## src/rtl/nibble_pkg.sv

```systemverilog
// Shared definitions for the nibble-serial add/subtract engine.
package nibble_pkg;

    localparam int unsigned NIB_W = 4;

    typedef enum logic [1:0] {
        IDLE = 2'd0,
        RUN  = 2'd1,
        DONE = 2'd2
    } state_e;

    localparam logic OP_ADD = 1'b0;
    localparam logic OP_SUB = 1'b1;

endpackage

```

## src/rtl/nibble_addsub_cell.sv

```systemverilog
// Combinational 4-bit add/subtract cell: sum = a + (b ^ {4{sel}}) + cin.
// o_c3 is the carry into bit 3, used for signed-overflow detection.
module nibble_addsub_cell
    import nibble_pkg::*;
(
    input  logic [NIB_W-1:0] i_a,
    input  logic [NIB_W-1:0] i_b,
    input  logic             i_sel,
    input  logic             i_cin,
    output logic [NIB_W-1:0] o_sum,
    output logic             o_cout,
    output logic             o_c3
);

    logic [NIB_W-1:0] w_bx;
    logic [NIB_W-1:0] w_lo;
    logic [NIB_W:0]   w_full;

    assign w_bx = i_b ^ {NIB_W{i_sel}};

    // Low three bits summed separately to expose the carry into the top bit
    assign w_lo   = {1'b0, i_a[NIB_W-2:0]} + {1'b0, w_bx[NIB_W-2:0]}
                  + {{(NIB_W-1){1'b0}}, i_cin};
    assign w_full = {1'b0, i_a} + {1'b0, w_bx} + {{NIB_W{1'b0}}, i_cin};

    assign o_sum  = w_full[NIB_W-1:0];
    assign o_cout = w_full[NIB_W];
    assign o_c3   = w_lo[NIB_W-1];

endmodule

```

## src/rtl/nibble_serial_addsub.sv

```systemverilog
// Serial WIDTH-bit add/subtract, one nibble per clock, LSB first, start/done handshake.
// Optional signed-overflow output enabled by defining OVERFLOW_FLAG_EN.
module nibble_serial_addsub
    import nibble_pkg::*;
#(
    parameter int unsigned WIDTH = 16
) (
    input  logic             clk,
    input  logic             rst,
    input  logic             start,
    input  logic             sel,
    input  logic [WIDTH-1:0] a,
    input  logic [WIDTH-1:0] b,
    output logic             busy,
    output logic             done,
    output logic [WIDTH-1:0] result,
    output logic             c_out
`ifdef OVERFLOW_FLAG_EN
    ,
    output logic             ovf
`endif
);

    localparam int unsigned NIB   = WIDTH / NIB_W;
    localparam int unsigned CNT_W = $clog2(NIB);

    state_e           r_state;
    logic [WIDTH-1:0] r_a;
    logic [WIDTH-1:0] r_b;
    logic             r_sel;
    logic             r_carry;
    logic [CNT_W-1:0] r_cnt;
    logic [WIDTH-1:0] r_result;
    logic             r_busy;
    logic             r_done;
    logic             r_c_out;
`ifdef OVERFLOW_FLAG_EN
    logic             r_ovf;
`endif

    logic [NIB_W-1:0] w_sum;
    logic             w_cout;
    logic             w_c3;
    logic             w_last;

    nibble_addsub_cell u_cell (
        .i_a    (r_a[NIB_W-1:0]),
        .i_b    (r_b[NIB_W-1:0]),
        .i_sel  (r_sel),
        .i_cin  (r_carry),
        .o_sum  (w_sum),
        .o_cout (w_cout),
        .o_c3   (w_c3)
    );

    assign w_last = (r_cnt == CNT_W'(NIB - 1));

    always_ff @(posedge clk or posedge rst) begin
        if (rst) begin
            r_state  <= IDLE;
            r_a      <= '0;
            r_b      <= '0;
            r_sel    <= OP_ADD;
            r_carry  <= 1'b0;
            r_cnt    <= '0;
            r_result <= '0;
            r_busy   <= 1'b0;
            r_done   <= 1'b0;
            r_c_out  <= 1'b0;
`ifdef OVERFLOW_FLAG_EN
            r_ovf    <= 1'b0;
`endif
        end else begin
            unique case (r_state)
                IDLE: begin
                    r_done <= 1'b0;
                    if (start) begin
                        r_a     <= a;
                        r_b     <= b;
                        r_sel   <= sel;
                        // Subtract is a + ~b + 1: the +1 enters as the initial carry
                        r_carry <= sel;
                        r_cnt   <= '0;
                        r_busy  <= 1'b1;
                        r_state <= RUN;
                    end
                end
                RUN: begin
                    r_result <= {w_sum, r_result[WIDTH-1:NIB_W]};
                    r_a      <= r_a >> NIB_W;
                    r_b      <= r_b >> NIB_W;
                    r_carry  <= w_cout;
                    r_cnt    <= r_cnt + CNT_W'(1);
                    if (w_last) begin
                        r_c_out <= w_cout;
`ifdef OVERFLOW_FLAG_EN
                        r_ovf   <= w_c3 ^ w_cout;
`endif
                        r_done  <= 1'b1;
                        r_state <= DONE;
                    end
                end
                DONE: begin
                    r_done  <= 1'b0;
                    r_busy  <= 1'b0;
                    r_state <= IDLE;
                end
                default: begin
                    r_done  <= 1'b0;
                    r_busy  <= 1'b0;
                    r_state <= IDLE;
                end
            endcase
        end
    end

`ifndef OVERFLOW_FLAG_EN
    logic w_unused;
    assign w_unused = w_c3;
`endif

    assign busy   = r_busy;
    assign done   = r_done;
    assign result = r_result;
    assign c_out  = r_c_out;
`ifdef OVERFLOW_FLAG_EN
    assign ovf    = r_ovf;
`endif

endmodule

```

## config.mk

```make
export PLATFORM = sky130hd
export DESIGN_NAME = nibble_serial_addsub
export DESIGN_NICKNAME = d
export VERILOG_FILES = /design/src/rtl/nibble_pkg.sv /design/src/rtl/nibble_addsub_cell.sv /design/src/rtl/nibble_serial_addsub.sv
export SDC_FILE = /design/constraint.sdc
export NUM_CORES = 1
export LEC_CHECK = 0
export ABC_AREA = 0
export BUFFER_PORTS_ARGS = -buffer_cell sky130_fd_sc_hd__buf_2
export CAP_MARGIN = 0
export CORE_ASPECT_RATIO = 0.5
export CORE_MARGIN = 5
export CORE_UTILIZATION = 45
export DETAILED_ROUTE_END_ITERATION = 8
export PLACE_DENSITY = 0.75
export SYNTH_ARGS = -nofsm -noshare
export SYNTH_HDL_FRONTEND = slang
export SYNTH_HIERARCHICAL = 1
export SYNTH_SLANG_ARGS = --single-unit
```

## constraint.sdc

```tcl
create_clock -name clk -period 5.3 [get_ports clk]
set_clock_uncertainty 0.05 [all_clocks]
set_input_delay 0.265 -clock clk [delete_from_list [all_inputs] [get_ports clk]]
set_output_delay 0.265 -clock clk [all_outputs]
set_load 0.02 [all_outputs]
```

Word level (Yosys, flattened, before mapping). Index checks and enable logic that the tools add are counted.

Word-level logic and storage cells: 41. Input port bits: 36. Output and inout bits: 19. Register bits after elaboration: 57.

Bitwise operators: 2. Add/sub/neg operators: 3. Reduce and logical (&&, ||, !) cells: 7. Eq/ne operators: 4. Multiplexer cells: 15.

Operators with widths (count): $pmux 16 s2 (2); $mux 16 (2); $reduce_and 2->1 (5); $pmux 2 s2 (2); $mux 2 (3); $add 4x4->5 (1); $add 5x1->5 (1); $mux 1 (4); $ne 2x2->1 const B (2); $pmux 1 s2 (2); $xor 4x4->4 (1); $add 2x1->2 const B (1); $eq 2x1->1 const B (1); $eq 2x2->1 const B (1); $logic_not 2->1 (1); $reduce_bool 2->1 (1); $not 1->1 (1).

Logic depth before layout (Yosys ltp).
Depth in word-level cells: 4. Depth in mapped cells: 9. Gate-level depth less buffers: 9.

Hierarchy. The synthesis kept the hierarchy.

Modules (own cells, without submodules): nibble_serial_addsub (times used 1, area an instance 2546.2 um^2, seq. area each 1426.4 um^2, cells each 263); nibble_addsub_cell (times used 1, area an instance 176.4 um^2, seq. area each 0.0 um^2, cells each 21).

Worst setup path after synthesis. OpenSTA, ideal clock, no wires.

Path type: reg-to-reg. Start point: reg r_sel. End point: reg r_c_out (netlist: c_out). Required time: 5.125 ns. Period minus slack after synthesis: 1.911 ns. Cell stages (with the launch flop): 9. Path buffers: 0. Setup slack: 3.389 ns. Data arrival time: 1.735 ns. Library setup time: 0.125 ns. Cells stage by stage: dfrtp_1 xor2_1 fa_1 inv_1 fa_1 nor2b_1 o21ai_0 nand2b_1 mux2_4.

Longest elaborated chain between the ends: 3.

RTL lines: start: declaration (RTL line nibble_serial_addsub.sv:30) `logic r_sel;`; start signal: assignment (RTL line nibble_serial_addsub.sv:80) `r_sel <= sel;`; $xor 4x4->4 (RTL line nibble_addsub_cell.sv:19) `assign w_bx = i_b ^ {NIB_W{i_sel}};`; $add 4x4->5 (RTL line nibble_addsub_cell.sv:24) `assign w_full = {1'b0, i_a} + {1'b0, w_bx} + {{NIB_W{1'b0}}, i_cin};`; $add 5x1->5 (RTL line nibble_addsub_cell.sv:24); via w_cout (RTL line nibble_serial_addsub.sv:42) `logic w_cout;`; end signal: assignment (RTL line nibble_serial_addsub.sv:95) `r_c_out <= w_cout;`; end: declaration (RTL line nibble_serial_addsub.sv:36) `logic r_c_out;`.

The timed path passes the listed nets, and every way through them passes these cells. A chain may end at the register's enable or synchronous reset.

Worst setup path after layout.
Start point: reg r_state[0]. End point: reg r_c_out (netlist: c_out).

Longest elaborated chain between the ends: 2.

RTL lines: start: declaration (RTL line nibble_serial_addsub.sv:27) `state_e r_state;`; start signal: assignment (RTL line nibble_serial_addsub.sv:60) `r_state <= IDLE;`; start signal: assignment (RTL line nibble_serial_addsub.sv:85) `r_state <= RUN;`; start signal: assignment (RTL line nibble_serial_addsub.sv:100) `r_state <= DONE;`; $eq 2x1->1 (RTL line nibble_serial_addsub.sv:74) `unique case (r_state)`; $reduce_and 2->1 (no source line).

Every way passes these cells.

==> results.sh <==
export IMPL_antenna_cells=0
export IMPL_max_freq_mhz=399
export IMPL_path_max_fanout=57
export IMPL_cts_sinks=57
export IMPL_cts_resized=0
export IMPL_core_sq_um=5980
export IMPL_fin_nets=372
export IMPL_insertion_delay_ns=0.32
export IMPL_hold_violations=0
export IMPL_layout_common_cells="57 x dfrtp_1, 55 x nand2_1, 54 x buf_2, 50 x nor3_1, 21 x o22ai_1"
export IMPL_ys_warn_count=6
export IMPL_endpoint_kind="flop"
export IMPL_synth_flop_cell="dfrtp_1"
export IMPL_syn_area_sq_um=2720
export IMPL_area_delta_synth_final_pct=19.4
export IMPL_num_rows=20
export IMPL_worstSetupPathType="flop to flop"
export IMPL_synthArstFlopShare_pct=100
export IMPL_pwr_share_seq_pct=34.6
export IMPL_max_cap_viol_count=0
export IMPL_final_common_cell="dfrtp_1"
export IMPL_setup_viol=0
export IMPL_place_hpwl_microns=4020
export IMPL_status="finished, final reports clean"
export IMPL_register_area_sq_um=1430
export IMPL_post_drt_wl_per_cell_microns=15.3
export IMPL_synth_distinct_cells=32
export IMPL_gp_congestion=0.781
export IMPL_grt_pass1_wl_microns=10400
export IMPL_grt_pass1_vias=2206
export IMPL_p_sw_share_pct=41.1
export IMPL_grt_max_degree=58
export IMPL_fin_crit_ns=2.51
export IMPL_detail_route_antenna_nets=0
export IMPL_cts_root_buf="clkbuf_16"
export IMPL_critPathLaunchType="flop"
export IMPL_place_inst=396
export IMPL_io_pins=55
export IMPL_final_area_sq_um=3250
export IMPL_r2r_slack_ns=2.79
export IMPL_ys_seq_elements=57
export IMPL_netlist_instances=284
export IMPL_p_comb_share_pct=43.0
export IMPL_fill_cells=529
export IMPL_grt_use_total_pct=17.1
export IMPL_start_util_pct=45.5
export IMPL_syn_num_nets=326
export IMPL_fin_tns_setup_ns=0
export IMPL_gr_total_overflow=0
export IMPL_p_switching_w=0.000966
export IMPL_routed_wl_microns=6320
export IMPL_drcViolationCount=0
export IMPL_power_density_nw_per_um2=723
export IMPL_synth_edff_count=0
export IMPL_die_h_microns=65
export IMPL_antenna_found_initial=0
export IMPL_arrival_ns=2.66
export IMPL_ctsHoldBuffers=0
export IMPL_slew_headroom_pct=23.8
export IMPL_rsz0062_at_grt="no"
export IMPL_dr_pass1_iters=4
export IMPL_cts_setup_buffers=0
export IMPL_reg2regPathDepth=4
export IMPL_place_area_sq_um=2980
export IMPL_crit_required_ns=5.45
export IMPL_layout_cells_non_filler=412
export IMPL_syn_area_per_cell_sq_um=9.59
export IMPL_drv_slew=0
export IMPL_fin_util_pct=54.4
export IMPL_dieArea_sq_um=7800
export IMPL_p_leak_nw=1.54
export IMPL_r2r_start="r_state[0]$_DFFE_PP0P_"
export IMPL_tightest_slew_ns=1.14
export IMPL_multi_input_area_sq_um=1130
export IMPL_first_iter_violations=202
export IMPL_die_x_microns=120
export IMPL_cts_buffers=9
export IMPL_vias=2244
export IMPL_vdd_drop_max_mv=0.275
export IMPL_via_per_inst=5.45
export IMPL_ys_seq_area_share_pct=52.4
export IMPL_pwr_share_clk_pct=22.4
export IMPL_drive_gt1_share_pct=23.9
export IMPL_worst_hold_path_type="input pin to async pin"
export IMPL_final_period_utilization_pct=47.3
export IMPL_cts_buffer_depth=2
export IMPL_cts_tree="yes"
export IMPL_design_power_total_w=0.00235
export IMPL_io_buffers=54
export IMPL_r2r_end="c_out$_DFFE_PP0P_"
export IMPL_cts_htree_levels=3
export IMPL_clk_pin_slew_ns=0.05
export IMPL_intPower_w=0.00138
-- metrics by stage --
stage | hold slack, ns | setup slack (ns)
final | 0.0893 | 2.79
after global routing | 0.114 | 2.59
after CTS | 0.108 | 2.78
after detailed placement | 0.410 | 2.80
after global placement | 0.402 | 2.84
after floorplan | 0.348 | 3.39
-- area by class of cell --
class	count	share of cell area, %
Sequential cell	57	43.9
Multi-Input combinational cell	198	34.9
Timing Repair Buffer	57	9.01
Clock buffer	13	8.01
Tap cell	77	2.96
Inverter	7	0.808
Clock inverter	3	0.462
-- logic make-up (layout without fill, tap and decap cells) --
group | after synthesis | in the layout | share of synthesized area [%]
and+or+nand+nor | 135 | 135 | 23.1
AOI/OAI and AO/OA | 49 | 49 | 12.3
buffers and inverters | 29 | 80 | 5.97
DFF | 57 | 57 | 52.4
xor gates and xnor gates | 6 | 6 | 1.93
muxes | 2 | 2 | 0.965
adders and majority gates | 6 | 6 | 3.31
-- synth_stat cells, types with 2 or more instances --
library cell	count	share of area (%)
dfrtp_1	57	52
nor3_1	50	9.2
o32ai_2	2	1.2
nor2_1	14	1.9
ha_1	4	1.8
o32ai_1	5	1.6
a21oi_1	3	0.55
nor2b_1	2	0.46
clkbuf_1	3	0.41
fa_1	2	1.5
nand2_1	55	7.6
o22ai_1	21	4.8
a22o_1	4	1.3
xor2_1	5	1.6
buf_6	4	1.7
o21ai_0	12	2.2
buf_2	13	2.4
buf_4	2	0.55
nand2b_1	4	0.92
inv_1	7	0.97
nor3b_1	4	1.1
-- registers in the layout, summed over array words and instances (netlist names) --
name / count
busy: 1
c_out: 1
done: 1
r_a: 16
r_b: 16
r_carry: 1
r_cnt: 2
r_sel: 1
r_state: 2
result: 16
-- metal layers --
metal / global-route usage, % / routed length [microns] / vias to the layer above
met2: 27.5 / 3040 / 65
met3: 7.50 / 445 / 14
met1: 20.4 / 2710 / 1086
met5: 0 / 0 / -
met4: 6.70 / 128 / 0
li1: - / - / 1079
-- power by group through the flow --
stage               sequential, W  clock (W)  combinational (W)
floorplan                0.000851          0           0.000731
global placement         0.000806          0           0.000956
detailed placement       0.000818          0           0.000998
CTS                      0.000813   0.000533            0.00101
global route             0.000841   0.000557            0.00113
finish                   0.000814   0.000525            0.00101
-- worst max-delay path by stage --
| stage | end | from |
|---|---|---|
| 2_1_floorplan | c_out$_DFFE_PP0P_ | r_sel$_DFFE_PP0P_ |
| 3_3_place_gp | c_out$_DFFE_PP0P_ | r_state[0]$_DFFE_PP0P_ |
| 3_5_place_dp | c_out$_DFFE_PP0P_ | r_state[0]$_DFFE_PP0P_ |
| 4_1_cts | c_out$_DFFE_PP0P_ | r_state[0]$_DFFE_PP0P_ |
| 5_1_grt | c_out$_DFFE_PP0P_ | r_state[0]$_DFFE_PP0P_ |
| 6_report | c_out$_DFFE_PP0P_ | r_state[0]$_DFFE_PP0P_ |
-- worst max-delay path, cell delays in order, from the launching register on --
cell	delay (ns)
dfrtp_1	0.32
buf_4	0.46
nor2b_1	0.96
and2_4	0.30
mux2_4	0.29
No activity file was read; power rests on OpenSTA's default activity.
